**src/rtl/muldiv_pkg.sv**
```systemverilog
// Shared types for the HI/LO multicycle sequencer: instruction opcodes and
// sequencer states.
package muldiv_pkg;

  typedef enum logic [1:0] {
    OP_MULT = 2'b00,
    OP_DIV  = 2'b01,
    OP_MTHI = 2'b10,
    OP_MTLO = 2'b11
  } op_e;

  typedef enum logic [2:0] {
    S_IDLE,
    S_LAUNCH,
    S_WAIT_ACK,
    S_WAIT_DONE,
    S_COMMIT
  } state_e;

endpackage

```
**src/rtl/wait_timer.sv**
```systemverilog
// Saturating handshake timer; flags when the count has reached the
// acknowledge or completion timeout.
module wait_timer #(
  parameter int ACK_TIMEOUT  = 4,
  parameter int DONE_TIMEOUT = 64
) (
  input  logic i_clk,
  input  logic i_reset,
  input  logic i_clr,
  input  logic i_en,
  output logic o_ack_hit,
  output logic o_done_hit
);

  localparam int CW = $clog2(DONE_TIMEOUT + 1);
  localparam logic [CW-1:0] CNT_MAX  = '1;
  localparam logic [CW-1:0] ACK_CNT  = CW'(ACK_TIMEOUT);
  localparam logic [CW-1:0] DONE_CNT = CW'(DONE_TIMEOUT);

  logic [CW-1:0] r_count;

  // NOTE: sequential state uses non-blocking (<=) so every flop samples
  // pre-edge values regardless of process evaluation order.
  always_ff @(posedge i_clk or negedge i_reset) begin
    if (!i_reset) begin
      r_count <= '0;
    end else if (i_clr) begin
      r_count <= '0;
    end else if (i_en && (r_count != CNT_MAX)) begin
      r_count <= r_count + CW'(1);
    end
  end

  assign o_ack_hit  = (r_count == ACK_CNT);
  assign o_done_hit = (r_count == DONE_CNT);

endmodule

```
**src/rtl/muldiv_ctrl.sv**
```systemverilog
// Sequencer sharing the multicycle MULT/DIV units with the main control FSM:
// launches a unit, tracks its busy handshake and commits the result to HI/LO.
module muldiv_ctrl
  import muldiv_pkg::*;
#(
  parameter int WIDTH        = 32,
  parameter int ACK_TIMEOUT  = 4,
  parameter int DONE_TIMEOUT = 64
) (
  input  logic             i_clk,
  input  logic             i_reset,
  input  logic             i_start,
  input  logic [1:0]       i_op,
  input  logic [WIDTH-1:0] i_a,
  input  logic [WIDTH-1:0] i_b,
  input  logic             i_abort,
  output logic             o_mult_start,
  output logic             o_div_start,
  output logic [WIDTH-1:0] o_unit_a,
  output logic [WIDTH-1:0] o_unit_b,
  output logic             o_unit_clr,
  input  logic             i_mult_busy,
  input  logic [WIDTH-1:0] i_mult_hi,
  input  logic [WIDTH-1:0] i_mult_lo,
  input  logic             i_div_busy,
  input  logic [WIDTH-1:0] i_div_hi,
  input  logic [WIDTH-1:0] i_div_lo,
  output logic [WIDTH-1:0] o_hi,
  output logic [WIDTH-1:0] o_lo,
  output logic             o_stall,
  output logic             o_done,
  output logic             o_div_zero,
  output logic             o_err
);

  state_e           r_state, w_next;
  op_e              r_op;
  logic [WIDTH-1:0] r_a, r_b, r_hi, r_lo;
  logic             r_div_zero;

  op_e  w_op;
  logic w_idle_start, w_div_by_zero, w_accept, w_sel_busy;
  logic w_tmr_clr, w_tmr_en, w_ack_hit, w_done_hit;

  assign w_op          = op_e'(i_op);
  assign w_idle_start  = (r_state == S_IDLE) && i_start;
  assign w_div_by_zero = w_idle_start && (w_op == OP_DIV) && (i_b == '0);
  assign w_accept      = w_idle_start && !i_op[1] && !w_div_by_zero;
  // Only the launched unit's handshake matters; the other busy line is ignored.
  assign w_sel_busy    = (r_op == OP_MULT) ? i_mult_busy : i_div_busy;

  wait_timer #(
    .ACK_TIMEOUT (ACK_TIMEOUT),
    .DONE_TIMEOUT(DONE_TIMEOUT)
  ) u_wait_timer (
    .i_clk     (i_clk),
    .i_reset   (i_reset),
    .i_clr     (w_tmr_clr),
    .i_en      (w_tmr_en),
    .o_ack_hit (w_ack_hit),
    .o_done_hit(w_done_hit)
  );

  always_ff @(posedge i_clk or negedge i_reset) begin
    if (!i_reset) r_state <= S_IDLE;
    else          r_state <= w_next;
  end

  // NOTE: every combinational output gets a default first so no path through
  // the case leaves it unassigned and infers a latch.
  always_comb begin
    w_next = r_state;
    unique case (r_state)
      S_IDLE:      if (w_accept) w_next = S_LAUNCH;
      S_LAUNCH:    w_next = i_abort ? S_IDLE : S_WAIT_ACK;
      S_WAIT_ACK: begin
        if (i_abort)         w_next = S_IDLE;
        else if (w_sel_busy) w_next = S_WAIT_DONE;
        else if (w_ack_hit)  w_next = S_IDLE;
      end
      S_WAIT_DONE: begin
        if (i_abort)          w_next = S_IDLE;
        else if (!w_sel_busy) w_next = S_COMMIT;
        else if (w_done_hit)  w_next = S_IDLE;
      end
      S_COMMIT:    w_next = S_IDLE;
      default:     w_next = S_IDLE;
    endcase
  end

  always_comb begin
    o_mult_start = 1'b0;
    o_div_start  = 1'b0;
    o_unit_clr   = 1'b0;
    o_stall      = 1'b1;
    o_done       = 1'b0;
    o_err        = 1'b0;
    w_tmr_clr    = 1'b0;
    w_tmr_en     = 1'b0;
    unique case (r_state)
      S_IDLE: begin
        o_stall   = w_accept;
        o_done    = w_idle_start && i_op[1];
        w_tmr_clr = 1'b1;
      end
      S_LAUNCH: begin
        o_mult_start = (r_op == OP_MULT);
        o_div_start  = (r_op == OP_DIV);
        o_unit_clr   = i_abort;
        w_tmr_clr    = 1'b1;
      end
      S_WAIT_ACK: begin
        w_tmr_en = 1'b1;
        if (i_abort) begin
          o_unit_clr = 1'b1;
        end else if (w_sel_busy) begin
          w_tmr_clr = 1'b1;
        end else if (w_ack_hit) begin
          o_err      = 1'b1;
          o_unit_clr = 1'b1;
        end
      end
      S_WAIT_DONE: begin
        w_tmr_en = 1'b1;
        if (i_abort) begin
          o_unit_clr = 1'b1;
        end else if (w_sel_busy && w_done_hit) begin
          o_err      = 1'b1;
          o_unit_clr = 1'b1;
        end
      end
      S_COMMIT: o_done = 1'b1;
      default:  o_stall = 1'b0;
    endcase
  end

  always_ff @(posedge i_clk or negedge i_reset) begin
    if (!i_reset) begin
      r_op       <= OP_MULT;
      r_a        <= '0;
      r_b        <= '0;
      r_hi       <= '0;
      r_lo       <= '0;
      r_div_zero <= 1'b0;
    end else begin
      r_div_zero <= w_div_by_zero;
      if (w_accept) begin
        r_op <= w_op;
        r_a  <= i_a;
        r_b  <= i_b;
      end
      if (w_idle_start && (w_op == OP_MTHI)) r_hi <= i_a;
      if (w_idle_start && (w_op == OP_MTLO)) r_lo <= i_a;
      // Result halves are copied verbatim; any sign fix-up belongs to the unit.
      if (r_state == S_COMMIT) begin
        r_hi <= (r_op == OP_MULT) ? i_mult_hi : i_div_hi;
        r_lo <= (r_op == OP_MULT) ? i_mult_lo : i_div_lo;
      end
    end
  end

  assign o_unit_a   = r_a;
  assign o_unit_b   = r_b;
  assign o_hi       = r_hi;
  assign o_lo       = r_lo;
  assign o_div_zero = r_div_zero;

endmodule

```
**config.mk**
```make
export PLATFORM = sky130hd
export DESIGN_NAME = muldiv_ctrl
export DESIGN_NICKNAME = d
export VERILOG_FILES = /design/src/rtl/muldiv_pkg.sv /design/src/rtl/wait_timer.sv /design/src/rtl/muldiv_ctrl.sv
export SDC_FILE = /design/constraint.sdc
export NUM_CORES = 1
export LEC_CHECK = 0
export CAP_MARGIN = 20
export CORE_MARGIN = 2
export CORE_UTILIZATION = 43
export DETAILED_ROUTE_END_ITERATION = 8
export PLACE_DENSITY = 0.82
export SLEW_MARGIN = 20
export SYNTH_ARGS = -nofsm -noshare
export SYNTH_HDL_FRONTEND = slang
export SYNTH_SLANG_ARGS = --single-unit
```
**constraint.sdc**
```tcl
create_clock -name i_clk -period 4.15 [get_ports i_clk]
set_input_delay 1.245 -clock i_clk [delete_from_list [all_inputs] [get_ports i_clk]]
set_output_delay 1.245 -clock i_clk [all_outputs]
set_load 0.1 [all_outputs]
```
Yosys cells after proc, flatten, opt, wreduce, memory -nomap -nowiden
Cells that the tools add are included.
W data, S select, Z words.
{ "word_totals": {"reg_bits": 141, "input_bits": 200, "out_inout_bits": 135, "word_cells": 80} }
{ "classes": {"addsub": 1, "n_eq_ne": 14, "n_mux": 35, "reduce_logical": 22} }
{ "op_table": {"columns": ["cell", "count"], "rows": [
  ["$mux W32", 6],
  ["$logic_not A32 Y1", 1],
  ["$mux W3", 7],
  ["$mux W7", 2],
  ["$mux W1", 13],
  ["$pmux W3 S4", 1],
  ["$logic_and A1 B1 Y1", 10],
  ["$pmux W1 S2", 4],
  ["$add A7 B1 Y7 const B", 1],
  ["$eq A7 B3 Y1 const B", 1],
  ["$eq A7 B7 Y1 const B", 1],
  ["$ne A7 B7 Y1 const B", 1],
  ["$eq A3 B2 Y1 const B", 2],
  ["$reduce_bool A2 Y1", 3],
  ["$eq A2 B1 Y1 const B", 2],
  ["$eq A2 B2 Y1 const B", 2],
  ["$ne A4 B3 Y1 const B", 1],
  ["$ne A4 B4 Y1 const B", 1],
  ["$reduce_or A2 Y1", 2],
  ["$reduce_or A4 Y1", 1],
  ["$eq A3 B1 Y1 const B", 1],
  ["$eq A3 B3 Y1 const B", 1],
  ["$logic_not A3 Y1", 1],
  ["$pmux W1 S3", 1],
  ["5 further kinds", 6]
]} }

Depth between registers and ports, before layout
{ "logic_depth": {"ltp_word": 8, "depth_mapped": 9, "depth_no_buf": 6} }

Modules after synthesis
A second synthesis with hierarchy kept.
{ "unflattened": {"cells_unflattened": 905, "area_unflattened_um2": 7877.6} }
{ "modules_own_cells": {"columns": ["module", "n_inst", "cells_each", "area_each_um2"], "rows": [
  ["muldiv_ctrl", 1, 862, 7432.1],
  ["wait_timer", 1, 43, 445.4]
]} }

Least setup slack after synthesis
Ideal clock, no wire load.
{ "synth_timing": {"kind": "input -> output", "startpoint": "in i_start", "endpoint": "out o_stall", "t_arrival_ns": 4.424, "slack_ns": -1.519, "stages": 6, "n_path_buf": 3, "path_cell_list": "or4b_4 -> buf_6 -> or2_1 -> buf_2 -> buf_6 -> o21ai_0"} }
{ "synth_between": {"elab_chain_len": 6, "word_cells_on_any_way": 7, "classes_between": "mux (1); reduce/logical (6)"} }
{ "synth_lines": {"columns": ["element", "line_no", "rtl"], "rows": [
  ["from (decl)", "muldiv_ctrl.sv:12", "input logic i_start,"],
  ["$logic_and A1 B1 Y1 *", "muldiv_ctrl.sv:46", "assign w_idle_start = (r_state == S_IDLE) && i_start;"],
  ["$logic_and A1 B1 Y1 (2 in series)", "muldiv_ctrl.sv:47", "assign w_div_by_zero = w_idle_start && (w_op == OP_DIV) && (i_b == '0);"],
  ["$logic_not A1 Y1", "muldiv_ctrl.sv:48", "assign w_accept = w_idle_start && !i_op[1] && !w_div_by_zero;"],
  ["$logic_and A1 B1 Y1 *", "muldiv_ctrl.sv:48", null],
  ["$pmux W1 S2 *", "muldiv_ctrl.sv:100", "unique case (r_state)"],
  ["to (decl)", "muldiv_ctrl.sv:30", "output logic o_stall,"]
]} }
Every way passes the cells marked *; elsewhere a longest branch is shown, timed or not.

Final worst setup path
{ "layout_timing": {"startpoint": "in i_b[27]", "endpoint": "out o_stall"} }
{ "layout_between": {"elab_chain_len": 5} }
{ "layout_lines": {"columns": ["element", "line_no", "rtl"], "rows": [
  ["from (decl)", "muldiv_ctrl.sv:15", "input logic [WIDTH-1:0] i_b,"],
  ["$logic_not A32 Y1", "muldiv_ctrl.sv:47", null],
  ["$logic_and A1 B1 Y1", "muldiv_ctrl.sv:47", null],
  ["$logic_not A1 Y1", "muldiv_ctrl.sv:48", null],
  ["$logic_and A1 B1 Y1", "muldiv_ctrl.sv:48", null],
  ["$pmux W1 S2", "muldiv_ctrl.sv:100", null]
]} }
No other way between the ends.

==> flow_metrics.tcl <==
set metrics [dict create \
    place_area_sq_um 11400 \
    cts.sinks 141 \
    r2r-start "r_state[2]" \
    critPathLaunch "i_b[27]" \
    status "completed" \
    final_cell_mix "clkdlybuf4s50_1, nand2_1, dfrtp_1" \
    min_path_cells 1 \
    initial_core_util_pct 43.6 \
    synth_edf_count 0 \
    clockBufferDepth 2 \
    detail_route.wl_per_cell_microns 20.3 \
    post_synth_xor_area_fraction_pct 0.225 \
    path_depth 6 \
    r2r_slack_ns 1.80 \
    ant_nets 0 \
    fill_cells 1466 \
    syn_area_per_cell_sq_um 8.65 \
    ios 335 \
    dp_hpwl_mm 20.4 \
    clock.fmax_ghz 0.241 \
    synthSimpleGateAreaFrac_pct 27.7 \
    syn-num-nets 1100 \
    routed_wl_mm 29.2 \
    period_minus_slack_ns 4.14 \
    cp-start-kind "primary input" \
    dieArea_sq_um 19200 \
    tightestPinTransition_ns 1.06 \
    rsz0062_at_grt "true" \
    final_area_sq_um 12100 \
    vias 8606 \
    grt_usage_pct 30.0 \
    gp_congestion 0.913 \
    swShare_pct 53.4 \
    hold_violations 0 \
    final.setup_skew_ns 0.00729 \
    yosysWarnings 0 \
    worst-path-buf-inv 2 \
    reg2regPathDepth 5 \
    std_cell_rows 49 \
    die-width_microns 138 \
    yosysSeqAreaShare_pct 45.4 \
    drc 0 \
    power.total_w 0.00838 \
    synth_compound_area_share_pct 21.0 \
    drive_gt1_share_pct 8.99 \
    crit_fanout 2 \
    period_share_pct 99.9 \
    worstReg2RegEnd "o_unit_a[17]" \
    ff_latch_area_sq_um 3530 \
    cts_tree "done" \
    fin_nets 1401 \
    multi_input_area_sq_um 3950 \
    relSlewSlack_pct 29.2 \
    cpPeakStageDelay_ns 0.54 \
    clockPowerShare_pct 18.7 \
    drv_cap 0 \
    synth_fa_ha_area_share_pct 0.322 \
    mostFrequentLayoutCell "clkdlybuf4s50_1" \
    antenna_found_initial 0 \
    peakVddDrop_mv 0.447 \
    grt_pass1_wl_mm 46.0 \
    critical_path.endpoint_type "output port" \
    power.net_switching_w 0.00448 \
    portBuffers 334 \
    hp-class "reg -> reg" \
    synth_cells 898 \
    synth_mux_area_share_pct 0.129 \
    drt_iter0_drc 661 \
    numCtsBuffers 17 \
    die_h_microns 138 \
    critPathTopFamily "simple AND/OR/NAND/NOR gates" \
    synthArstFlopShare_pct 100 \
    critPathRequiredTime_ns 2.90 \
    areaGrowthSynthToFinish_pct 55.4 \
    synth_seq_cells 141 \
    diodes 0 \
    path_class "in -> out" \
    combPwrFrac_pct 57.2 \
    p_leak_nw 5.21 \
    cp_slowest_cell "or4_4" \
    worstPathArrival_ns 2.90 \
    cts_setup_buffers 0 \
    clk_latency_ns 0.42 \
    cts-root-buf "clkbuf_16" \
    pwr-share-seq_pct 24.1 \
    grt_pass1_vias 8313 \
    vias_per_cell 5.97 \
    synth_top_family_by_area "simple AND/OR/NAND/NOR gates" \
    ys.flop_type "dfrtp_1" \
    synth_cell_type_count 47 \
    synth.top_cell.area_share_pct 45.4 \
    firstDrtPassIters 5 \
    powerDensity_nw_per_um2 694 \
    syn_area_sq_um 7770 \
    final_max_slew_viol_count 0 \
    overflow 0 \
    cp_cell_sequence "clkdlybuf4s15_1 > or4_4 > or3_4 > nor3_4 > o21ai_2 > buf_12" \
    crit_path_end "o_stall" \
    yosysTopAreaCell "dfrtp_1" \
    core-area_sq_um 17800 \
    htree_levels 4 \
    path_clk_slew_ns 0.06 \
    finalSetupViolCount 0 \
    intPower_w 0.00390 \
    ctsHoldBuffers 0 \
    grt_max_degree 97 \
    synth_area_leaders "dfrtp_1, nand2_1, a311oi_1" \
]
[kinds of logic (layout without fill, tap and decap cells)]
logic type / Yosys count / count (layout)
AO/OA/AOI/OAI: 220 / 220
XOR/XNOR: 2 / 2
adder cells (fa/ha/maj): 2 / 2
buffers and inverters: 91 / 405
flip-flops: 141 / 141
multiplexers: 1 / 1
AND/OR/NAND/NOR: 441 / 441
[power groups by stage]
stage	Combinational (W)	Sequential, W	Clock [W]
global placement	0.00475	0.00202	0
global route	0.00493	0.00207	0.00167
floorplan	0.000747	0.00473	0
finish	0.00479	0.00202	0.00157
CTS	0.00479	0.00202	0.00160
detailed placement	0.00478	0.00203	0
[final cells by class]
class,count,share of cell area (%)
clock inverter,10,1.14
multi-input combinational,666,32.7
clock buffer,22,3.93
inverter,3,0.0933
sequential,141,29.2
timing repair buffer,370,30.5
tap,229,2.37
[synthesized netlist by cell type (all sizes together) (2+ instances only)]
master,n
nor2,44
nor2b,2
nand4,66
nand2,194
and3,4
o21ai,39
a41oi,2
ha,2
a22oi,33
or3,3
a32o,2
or4,4
buf,24
nand3,67
or3b,2
a311oi,66
nor4,3
nand2b,3
dfrtp,141
nor3,4
a21oi,7
a21o,64
nor4b,2
nor3b,35
or2,2
clkbuf,64
inv,3
[routing by layer]
metal | wire (microns) | vias to the layer above | GRT usage, % | part of all wire (%)
met5 | 0 | - | 0 | 0
met4 | 1080 | 0 | 12.6 | 3.7
met3 | 2580 | 57 | 6.93 | 8.8
met2 | 13700 | 456 | 46.9 | 47
met1 | 11900 | 4151 | 40.3 | 41
li1 | - | 3942 | - | -
[sequential cells by signal, indices dropped and copies added, names as in the netlist]
name	flops
r_state	3
o_div_zero	1
u_wait_timer.r_count	7
o_hi	32
o_lo	32
r_op	2
o_unit_b	32
o_unit_a	32
[worst min-delay path by stage]
stage	slack, ns	startpoint	endpoint
5_1_grt	0.48	o_hi[26]	o_hi[26]
3_3_place_gp	0.46	o_lo[0]	o_lo[0]
6_report	0.47	o_hi[5]	o_hi[5]
3_5_place_dp	0.46	o_hi[11]	o_hi[11]
4_1_cts	0.48	o_lo[26]	o_lo[26]
2_1_floorplan	0.52	u_wait_timer.r_count[2]	u_wait_timer.r_count[2]
[stage by stage]
stage          cells  setup WS, ns  TNS (ns)  utilization, %  hold slack [ns]
2_1_floorplan    898        -0.229    -0.393               -            0.521
4_1_cts         1441       0.00415         0            67.6            0.477
6_report        1441       0.00577         0            67.7            0.474
3_5_place_dp    1409        -0.356    -0.374            64.0            0.464
5_1_grt         1441       -0.0320   -0.0320            67.7            0.481
3_3_place_gp    1409        -0.309    -0.309            64.0            0.458
[repair_timing]
| item | 4_1_cts | 5_1_grt |
|---|---|---|
| pin swaps | 7 | 1 |
| hold endpoints to repair | 0 | 0 |
| gates resized for setup | 25 | 2 |
| setup endpoints to repair | 2 | 2 |
(Power assumes the default switching activity.)
